File: config.mk
export PLATFORM = sky130hd
export DESIGN_NAME = uart_tx_arb
export DESIGN_NICKNAME = d
export VERILOG_FILES = /design/src/rtl/uart_tx_arb.sv
export SDC_FILE = /design/constraint.sdc
export NUM_CORES = 1
export LEC_CHECK = 0
export BUFFER_PORTS_ARGS = -buffer_cell sky130_fd_sc_hd__buf_4
export CORE_MARGIN = 2
export CORE_UTILIZATION = 47
export DETAILED_ROUTE_END_ITERATION = 6
export GPL_TIMING_DRIVEN = 0
export HOLD_SLACK_MARGIN = 0.08
export PLACE_DENSITY = 0.83
export SETUP_SLACK_MARGIN = 0.2
export SYNTH_ARGS = -nofsm -noshare
export SYNTH_HDL_FRONTEND = slang
export SYNTH_SLANG_ARGS = --single-unit
File: constraint.sdc
create_clock -name clk -period 4.1 [get_ports clk]
set_input_delay 0.82 -clock clk [delete_from_list [all_inputs] [get_ports clk]]
set_output_delay 0.82 -clock clk [all_outputs]
set_load 0.02 [all_outputs]
File: src/rtl/uart_tx_arb.sv
// Packet-level round-robin arbiter that shares one UART TX byte stream among several
// AXI-stream sources, with an optional channel-ID header byte before each packet.
module uart_tx_arb #(
  parameter int unsigned DATA_WIDTH = 8,
  parameter int unsigned NUM_PORTS  = 4,
  parameter int unsigned ID_PREFIX  = 1,
  parameter int unsigned MAX_BEATS  = 0
) (
  input  logic                            clk,
  input  logic                            rst,
  input  logic [NUM_PORTS*DATA_WIDTH-1:0] s_axis_tdata,
  input  logic [NUM_PORTS-1:0]            s_axis_tvalid,
  input  logic [NUM_PORTS-1:0]            s_axis_tlast,
  output logic [NUM_PORTS-1:0]            s_axis_tready,
  output logic [DATA_WIDTH-1:0]           m_axis_tdata,
  output logic                            m_axis_tvalid,
  input  logic                            m_axis_tready,
  output logic [$clog2(NUM_PORTS)-1:0]    grant_id,
  output logic                            active
);

  localparam int unsigned IdW  = $clog2(NUM_PORTS);
  localparam int unsigned CntW = (MAX_BEATS == 0) ? 1 : $clog2(MAX_BEATS + 1);
  localparam logic [IdW:0]    NumP    = (IdW + 1)'(NUM_PORTS);
  localparam logic [CntW-1:0] MaxCnt  = CntW'(MAX_BEATS);

  typedef enum logic [1:0] {StIdle, StHdr, StData} state_e;

  state_e                state_q, state_d;
  logic [IdW-1:0]        grant_q, grant_d;
  logic [IdW-1:0]        last_q, last_d;
  logic [CntW-1:0]       cnt_q, cnt_d;
  logic [DATA_WIDTH-1:0] tdata_q, tdata_d;
  logic                  tvalid_q, tvalid_d;

  logic           slot_free;
  logic [IdW:0]   arb_sum;
  logic [IdW-1:0] arb_idx;
  logic [IdW-1:0] pick;
  logic           cnt_hit;

  assign slot_free = !tvalid_q || m_axis_tready;

  // Scan from the farthest offset down so the nearest valid port after last_q wins.
  always_comb begin
    pick    = '0;
    arb_sum = '0;
    arb_idx = '0;
    for (int off = NUM_PORTS; off >= 1; off--) begin
      arb_sum = {1'b0, last_q} + (IdW + 1)'(off);
      if (arb_sum >= NumP) begin
        arb_sum = arb_sum - NumP;
      end
      arb_idx = arb_sum[IdW-1:0];
      if (s_axis_tvalid[arb_idx]) begin
        pick = arb_idx;
      end
    end
  end

  assign cnt_hit = (MAX_BEATS != 0) && ((cnt_q + CntW'(1)) == MaxCnt);

  always_comb begin
    state_d       = state_q;
    grant_d       = grant_q;
    last_d        = last_q;
    cnt_d         = cnt_q;
    tdata_d       = tdata_q;
    tvalid_d      = tvalid_q && !m_axis_tready;
    s_axis_tready = '0;
    unique case (state_q)
      StIdle: begin
        if (|s_axis_tvalid) begin
          grant_d = pick;
          cnt_d   = '0;
          state_d = (ID_PREFIX != 0) ? StHdr : StData;
        end
      end
      StHdr: begin
        if (slot_free) begin
          tdata_d            = '0;
          tdata_d[IdW-1:0]   = grant_q;
          tvalid_d           = 1'b1;
          state_d            = StData;
        end
      end
      StData: begin
        s_axis_tready[grant_q] = slot_free;
        if (slot_free && s_axis_tvalid[grant_q]) begin
          tdata_d  = s_axis_tdata[grant_q*DATA_WIDTH +: DATA_WIDTH];
          tvalid_d = 1'b1;
          cnt_d    = cnt_q + CntW'(1);
          if (s_axis_tlast[grant_q] || cnt_hit) begin
            last_d  = grant_q;
            state_d = StIdle;
          end
        end
      end
      default: state_d = StIdle;
    endcase
  end

  always_ff @(posedge clk) begin
    if (rst) begin
      state_q  <= StIdle;
      grant_q  <= '0;
      last_q   <= IdW'(NUM_PORTS - 1);
      cnt_q    <= '0;
      tdata_q  <= '0;
      tvalid_q <= 1'b0;
    end else begin
      state_q  <= state_d;
      grant_q  <= grant_d;
      last_q   <= last_d;
      cnt_q    <= cnt_d;
      tdata_q  <= tdata_d;
      tvalid_q <= tvalid_d;
    end
  end

  assign m_axis_tdata  = tdata_q;
  assign m_axis_tvalid = tvalid_q;
  assign grant_id      = grant_q;
  assign active        = (state_q != StIdle);

endmodule

==> parameters.txt, run 1 <==
Parameter                              Value

Placement
  Weighted congestion at the end of routability-driven global placement ... 0.789
  HPWL Detailed ... 2510 microns
  Post-place instance area ... 0.00154 sq mm
  Number of buffers inserted by port buffering ... 57

Worst setup path
  Slowest CP cell ... sky130_fd_sc_hd__clkbuf_1
  Crit path arrival time ... 2.10 ns
  Nature of the critical path endpoint ... output port
  Req. time, crit path ... 3.28 ns
  Largest incremental delay on the critical path ... 0.43 ns
  Worst Setup Start Kind ... register
  Critical path type ... register to output port
  Gate family responsible for the most delay along the worst path ... buffers and inverters
  Critical path peak fanout ... 10
  Most frequent CP cell ... sky130_fd_sc_hd__clkbuf_1
  Cell chain of the critical path ... inv_1, ha_1, clkbuf_1, clkbuf_1, nand2_1, nor3_1, buf_4
  Crit path buf inv count ... 4

STA
  Final Cycle Share ... 71.2%
  Unrepaired setup endpoints after global routing ... false
  Fin crit period ... 2.92 ns
  Layout Skew ... 0.00800 ns
  Finish-stage setup viols ... 0
  Total count of hold-check failures in the final report ... 0
  Worst Max-Slew Pin Slew ... 0.525 ns
  Highest clock rate ... 342 MHz
  Normalized max-slew margin ... 65.0%
  Summed negative setup slack over all endpoints ... 0 ns
  Number of pins exceeding their max-slew limit in the final report ... 0

Power and ir drop
  Net Sw Frac ... 42.5%
  Combinational group share of total power ... 59.5%
  Sequential cell fraction of total power ... 27.6%
  Leakage power ... 0.000674 uW
  Maximum vdd ir drop ... 0.339 mV
  Total power density per cell area ... 471 mW/mm^2
  Cell-internal power ... 424 uW
  Share of total power in the clock network ... 12.9%
  Net load switching power ... 313 uW

CTS
  # hold bufs at CTS ... 0
  Post-CTS setup-driven buffer insertion count ... 0
  CTS tree ... yes
  Clock Tree Buf Depth ... 2
  Cts repair resizes ... 0
  Number of levels the H-tree was split into ... 1
  Clock sink count ... 15
  Clock transition at the registers of the reported paths ... 0.11 ns
  Buffer type at the clock tree root ... sky130_fd_sc_hd__clkbuf_4
  Clk_lat worst skew ... 0.31 ns
  Total clock buffers created by CTS ... 3

Route
  Via count ... 1187
  Count of TritonRoute iterations in the first routing pass ... 4
  Routed wirelength normalized by instance count ... 15.3 microns
  Post-Route WL ... 3100 microns
  DRC violations left ... 0
  Starting DRT DRC Count ... 27
  Remaining antenna violation count after routing ... 0
  DR vias/cell ... 5.88

GRT
  GRT Util Overall ... 23.9%
  First-pass GRT wire length ... 4740 microns
  Overflow left after global routing ... 0
  Initial antenna violation count ... 0
  Maximum number of pins on one net before global-route repair ... 11
  Vias in the first global route ... 1049

Synthesis
  Syn_nets ... 160
  Cell count after synthesis ... 113
  Share of synthesized area occupied by flip-flops and latches ... 28.0%
  Number of warning messages in the yosys log ... 0
  Syn Area/Cell ... 9.50 sq um
  Unique cell type count in the Yosys netlist ... 32
  EDFF count, synth ... 0
  Netlist Area Pre-Place ... 0.00107 sq mm
  Flop and latch count out of synthesis ... 15
  Dominant register cell in the synthesized netlist ... sky130_fd_sc_hd__dfxtp_1
  Share of synthesized flip-flops with an asynchronous set or reset ... 0%

Floorplanning
  Starting density of the core ... 49.0%
  Boundary Pins ... 59
  Die boundary height ... 51.8 microns
  Area of the placeable core ... 0.00219 sq mm
  # rows ... 17
  Full die area ... 0.00268 sq mm
  Die Wd ... 51.8 microns

Finish
  Area Overhead vs Synth ... 45.7%
  Most common cell after layout, fill and taps aside ... sky130_fd_sc_hd__buf_4
  Commonest cells after routing, fill and taps aside ... 57 x sky130_fd_sc_hd__buf_4, 15 x sky130_fd_sc_hd__dfxtp_1, 11 x sky130_fd_sc_hd__a21oi_1
  Share of final-layout standard cells stronger than drive strength 1 ... 44.3%
  Area of all placed cells without fillers ... 0.00156 sq mm
  Net count of the finished layout ... 222
  Final antenna diode count ... 0

Outcome
  Run status ... complete, no violations

Worst hold path
  Type of the most critical hold path ... register to register

Flow run
  Number of maximum-capacitance violations ... 0
worst register-to-register path: cells and delay by family, from the launching register on:
| family | cells | cell delay [ns] |
|---|---|---|
| AOI/OAI and AO/OA | 1 | 0.35 |
| DFF | 1 | 0.35 |
| buffers and inverters | 3 | 0.83 |
| adders and majority gates | 1 | 0.14 |
| and+or+nand+nor | 1 | 0.22 |
per-layer routing:
metal | share of wire [%] | track usage (%) | vias up
met5 | 0 | 0 | -
met4 | 1.6 | 9.21 | 0
met3 | 4.0 | 2.87 | 6
met2 | 54 | 41.2 | 38
met1 | 40 | 30.5 | 595
li1 | - | - | 548
kinds of logic (layout without fill, tap and decap cells):
logic type	after synthesis	in the layout	share of synthesized area, %
adder cells (fa/ha/maj)	4	4	4.66
flip-flops	15	15	28.0
AND/OR/NAND/NOR	31	31	16.0
buffers and inverters	17	78	7.46
multiplexers	16	16	26.7
AO/OA/AOI/OAI	30	30	17.3
final timing paths:
kind,slack [ns],depth (start not counted),end,startpoint
setup / recovery,1.18,7,s_axis_tready[1],state_q[0]$_SDFFE_PP0P_
hold / removal,0.48,2,m_axis_tdata[7]$_SDFFE_PP0P_,m_axis_tdata[7]$_SDFFE_PP0P_
setup reg to reg,2.10,6,last_q[1]$_SDFFE_PP1P_,state_q[0]$_SDFFE_PP0P_
hold reg to reg,0.48,2,m_axis_tdata[7]$_SDFFE_PP0P_,m_axis_tdata[7]$_SDFFE_PP0P_
power by group through the flow:
stage / logic [uW] / clock network (uW) / registers (uW)
after floorplan: 273 / 0 / 231
after global placement: 429 / 0 / 205
after detailed placement: 439 / 0 / 207
after CTS: 440 / 95.9 / 203
after global routing: 478 / 101 / 207
final: 439 / 94.8 / 203
state kept, by name, indices dropped and copies added, names as in the netlist:
signal / flops
state_q: 2
m_axis_tdata: 8
last_q: 2
m_axis_tvalid: 1
grant_id: 2
layout make-up:
| cell class | instances | area [sq um] |
|---|---|---|
| sequential | 15 | 300 |
| multi-input combinational | 81 | 693 |
| clock inverter | 1 | 5.00 |
| clock buffer | 3 | 22.5 |
| inverter | 8 | 30.0 |
| tap | 28 | 35.0 |
| buffer | 9 | 50.0 |
| fill | 164 | 627 |
| timing repair buffer | 57 | 428 |
per-stage QoR:
stage          util [%]  std cells  power, uW  hold WS [ns]  worst slack [ns]
6_report           71.4        202        737         0.483              1.18
5_1_grt            71.4        202        786         0.511              1.04
4_1_cts            71.4        202        739         0.485              1.20
3_5_place_dp       70.1        198        645         0.470              1.34
3_3_place_gp       70.1        198        634         0.463              1.35
2_1_floorplan         -        113        505         0.465              1.44
Yosys cell counts, drive strengths merged (3+ instances only):
master	number	area share (%)
nand4	7	4.7
a21oi	11	5.1
buf	4	2.9
dfxtp	15	28
mux4	9	19
clkbuf	5	1.7
nor2	7	2.4
mux2i	6	6.8
nor3	3	1.4
o21ai	9	4.2
inv	8	2.8
ha	4	4.7
nand2b	7	4.1
Power figures use the tool's default switching activity.
==> inputs of run 2 (changes only) <==
- ABC_AREA: not set -> 1
- CORE_UTILIZATION: 47 -> 42
- PLACE_DENSITY: 0.83 -> 0.75
- clock period: 4.1 -> 2.46 ns (I/O delays scaled with it)
==> run 2 against run 1 <==
Against the previous run:
- the run now ends with design-rule violations left
- clock power rose by 50%
- final cell count grew 57%
- sequential share of layout area fell by 2.2 points
- core utilization down 8.5 points
- cell area up 13%
- largest cell class unchanged
- largest power group unchanged
==> parameters.txt, run 2 <==
Parameter                              Value

Synthesis
  Share of synthesized area occupied by flip-flops and latches ... 23.7% (-4.3 points)
  Syn Area/Cell ... 5.61 sq um (-41%)
  Cell count after synthesis ... 226 (+100%)
  Leading post-synthesis cells by cell area ... sky130_fd_sc_hd__nand2_1 31%, sky130_fd_sc_hd__dfxtp_1 24%, sky130_fd_sc_hd__inv_1 8.0%
  Flop and latch count out of synthesis ... 15 (unchanged)
  EDFF count, synth ... 0 (unchanged)
  Synth top area share ... 30.5% (+2.5 points)
  Unique cell type count in the Yosys netlist ... 26 (-19%)
  Syn_nets ... 273 (+71%)
  Dominant register cell in the synthesized netlist ... sky130_fd_sc_hd__dfxtp_1
  Cell with the most instances after synthesis ... sky130_fd_sc_hd__nand2_1
  Netlist Area Pre-Place ... 0.00127 sq mm (+18%)
  Top cells by count, synth ... 103 x sky130_fd_sc_hd__nand2_1, 27 x sky130_fd_sc_hd__inv_1, 26 x sky130_fd_sc_hd__nor2_1
  Number of warning messages in the yosys log ... 0 (unchanged)
  Library cell with the largest summed area after synthesis ... sky130_fd_sc_hd__nand2_1
  Share of synthesized flip-flops with an asynchronous set or reset ... 0% (unchanged)

STA
  Unrepaired setup endpoints after global routing ... false
  Summed negative setup slack over all endpoints ... 0 ns (unchanged)
  Final Cycle Share ... 85.3%
  Normalized max-slew margin ... 73.9% (+8.9 points)
  Layout Skew ... 0.00940 ns (+0.00140 ns)
  Total count of hold-check failures in the final report ... 0 (unchanged)
  Worst Max-Slew Pin Slew ... 0.391 ns (-0.133 ns)
  Finish-stage setup viols ... 0 (unchanged)
  Fin crit period ... 2.10 ns
  Number of pins exceeding their max-slew limit in the final report ... 0 (unchanged)
  Highest clock rate ... 476 MHz

Placement
  Placed Cells incl. Taps ... 314 (+59%)
  HPWL Detailed ... 2680 microns (+6.9%)
  Number of buffers inserted by port buffering ... 57 (unchanged)
  Weighted congestion at the end of routability-driven global placement ... 0.836 (+6.0%)

CTS
  Post-CTS setup-driven buffer insertion count ... 0 (unchanged)
  CTS tree ... yes
  Buffer type at the clock tree root ... sky130_fd_sc_hd__clkbuf_4
  Clock transition at the registers of the reported paths ... 0.10 ns (about the same)
  # hold bufs at CTS ... 0 (unchanged)
  Number of levels the H-tree was split into ... 1 (unchanged)
  Total clock buffers created by CTS ... 3 (unchanged)
  Clk_lat worst skew ... 0.28 ns (-0.03 ns)
  Clock sink count ... 15 (unchanged)
  Clock Tree Buf Depth ... 2 (unchanged)

Outcome
  Violations in the final reports ... design-rule violations
  Run status ... complete, but fails checks

Route
  DR vias/cell ... 4.79 (-18%)
  Count of TritonRoute iterations in the first routing pass ... 6 (+2)
  Remaining antenna violation count after routing ... 0 (unchanged)
  DRC violations left ... 3 (+3)
  Post-Route WL ... 3260 microns (+5.2%)
  Routed wirelength normalized by instance count ... 10.2 microns (-33%)
  Via count ... 1523 (+28%)
  Starting DRT DRC Count ... 60 (+120%)

Power and ir drop
  Leakage power ... 0.000981 uW (+46%)
  Maximum vdd ir drop ... 0.788 mV (+130%)
  Total power density per cell area ... 1040 mW/mm^2 (+120%)

Finish
  Number of standard cells in the final layout excluding fillers ... 318 (+57%)
  Commonest cells after routing, fill and taps aside ... 103 x sky130_fd_sc_hd__nand2_1, 57 x sky130_fd_sc_hd__buf_4, 27 x sky130_fd_sc_hd__inv_1
  Net count of the finished layout ... 335 (+51%)
  Total area of multi-input combinational cells ... 833 sq um (+20%)
  Max reg flops ... 8 (unchanged)
  Area Overhead vs Synth ... 39.1%
  Number of fillers in the final layout ... 283 (+73%)
  Final antenna diode count ... 0 (unchanged)
  Share of final-layout standard cells stronger than drive strength 1 ... 25.8% (-18 points)
  FF/Latch Area ... 300 sq um (unchanged)
  Most common cell after layout, fill and taps aside ... sky130_fd_sc_hd__nand2_1

Floorplanning
  # rows ... 19 (+2)
  Full die area ... 0.00347 sq mm (+29%)
  Area of the placeable core ... 0.00281 sq mm (+28%)
  Boundary Pins ... 59 (unchanged)
  Die Wd ... 58.9 microns (+14%)
  Die boundary height ... 58.9 microns (+14%)
  Starting density of the core ... 45.2% (-3.8 points)

GRT
  Vias in the first global route ... 1415 (+35%)
  Overflow left after global routing ... 0 (unchanged)
  First-pass GRT wire length ... 5760 microns (+22%)
  Maximum number of pins on one net before global-route repair ... 11 (unchanged)
  Initial antenna violation count ... 0 (unchanged)
  GRT Util Overall ... 21.0% (-2.9 points)

Worst setup path
  Critical path type ... register to output port
  Req. time, crit path ... 1.97 ns (-1.31 ns)
  Critical path peak fanout ... 5 (-5)
  Worst Setup Start Kind ... register
  Crit path arrival time ... 1.61 ns (-0.49 ns)
  Nature of the critical path endpoint ... output port

Flow run
  Number of maximum-capacitance violations ... 0 (unchanged)

Worst hold path
  Type of the most critical hold path ... register to register
-- run 2: metrics by stage --
stage | cell area [sq um] | hold slack (ns) | setup WS, ns | util (%) | total power [uW]
floorplan | 1270 | 0.516 | 0.609 | - | 1330
detailed placement | 1730 | 0.500 | 0.639 | 61.8 | 1700
global route | 1760 | 0.551 | 0.228 | 62.8 | 2050
finish | 1760 | 0.515 | 0.361 | 62.8 | 1840
CTS | 1760 | 0.515 | 0.307 | 62.8 | 1850
global placement | 1730 | 0.504 | 0.665 | 61.8 | 1690
-- run 2: worst paths after layout --
kind | startpoint | to | slack [ns] | depth (start not counted)
worst max register to register | state_q[0]$_SDFFE_PP0P_ | m_axis_tdata[3]$_SDFFE_PP0P_ | 0.82 | 8
worst min register to register | m_axis_tdata[1]$_SDFFE_PP0P_ | m_axis_tdata[1]$_SDFFE_PP0P_ | 0.51 | 4
worst min-delay path | m_axis_tdata[1]$_SDFFE_PP0P_ | m_axis_tdata[1]$_SDFFE_PP0P_ | 0.51 | 4
worst max-delay path | state_q[0]$_SDFFE_PP0P_ | s_axis_tready[2] | 0.36 | 7
-- run 2: worst max-delay path, stage by stage (launching register included) --
cell                      delay (ns)
sky130_fd_sc_hd__dfxtp_1        0.34
sky130_fd_sc_hd__inv_1          0.10
sky130_fd_sc_hd__ha_2           0.25
sky130_fd_sc_hd__inv_1          0.05
sky130_fd_sc_hd__nor2_1         0.15
sky130_fd_sc_hd__inv_1          0.11
sky130_fd_sc_hd__nor3_1         0.15
sky130_fd_sc_hd__buf_4          0.17
-- run 2: cell type report --
type,instances,share of cell area [%]
inverter,29,6.17
clock buffer,4,1.49
timing repair buffer,57,24.3
buffer,5,1.56
multi-input combinational,177,47.3
tap,31,2.20
sequential,15,17.0
-- run 2: metal layers --
metal	share of wire (%)	vias to the layer above	GRT usage, %
met5	0	-	0
met4	0	0	2.92
met3	6.6	0	5.27
met2	48	43	36.8
met1	45	652	26.4
li1	-	828	-
-- run 2: cell families after synthesis --
kind of cell             Yosys count  synth area share (%)
AO/OA/AOI/OAI                     14                  6.42
adder cells (fa/ha/maj)            4                  3.95
buffers and inverters             34                  10.8
flip-flops                        15                  23.7
AND/OR/NAND/NOR                  159                  55.2
-- run 2: report_power, final --
group,switching (uW),internal [uW]
registers,64.8,347
clock network,79.3,62.9
logic,777,507
total,921,916
-- run 2: timing repair --
| action | 4_1_cts | 5_1_grt |
|---|---|---|
| resized for setup | 0 | 1 |
| endpoints found under the setup margin | 0 | 1 |
| endpoints found under the hold margin | 0 | 0 |
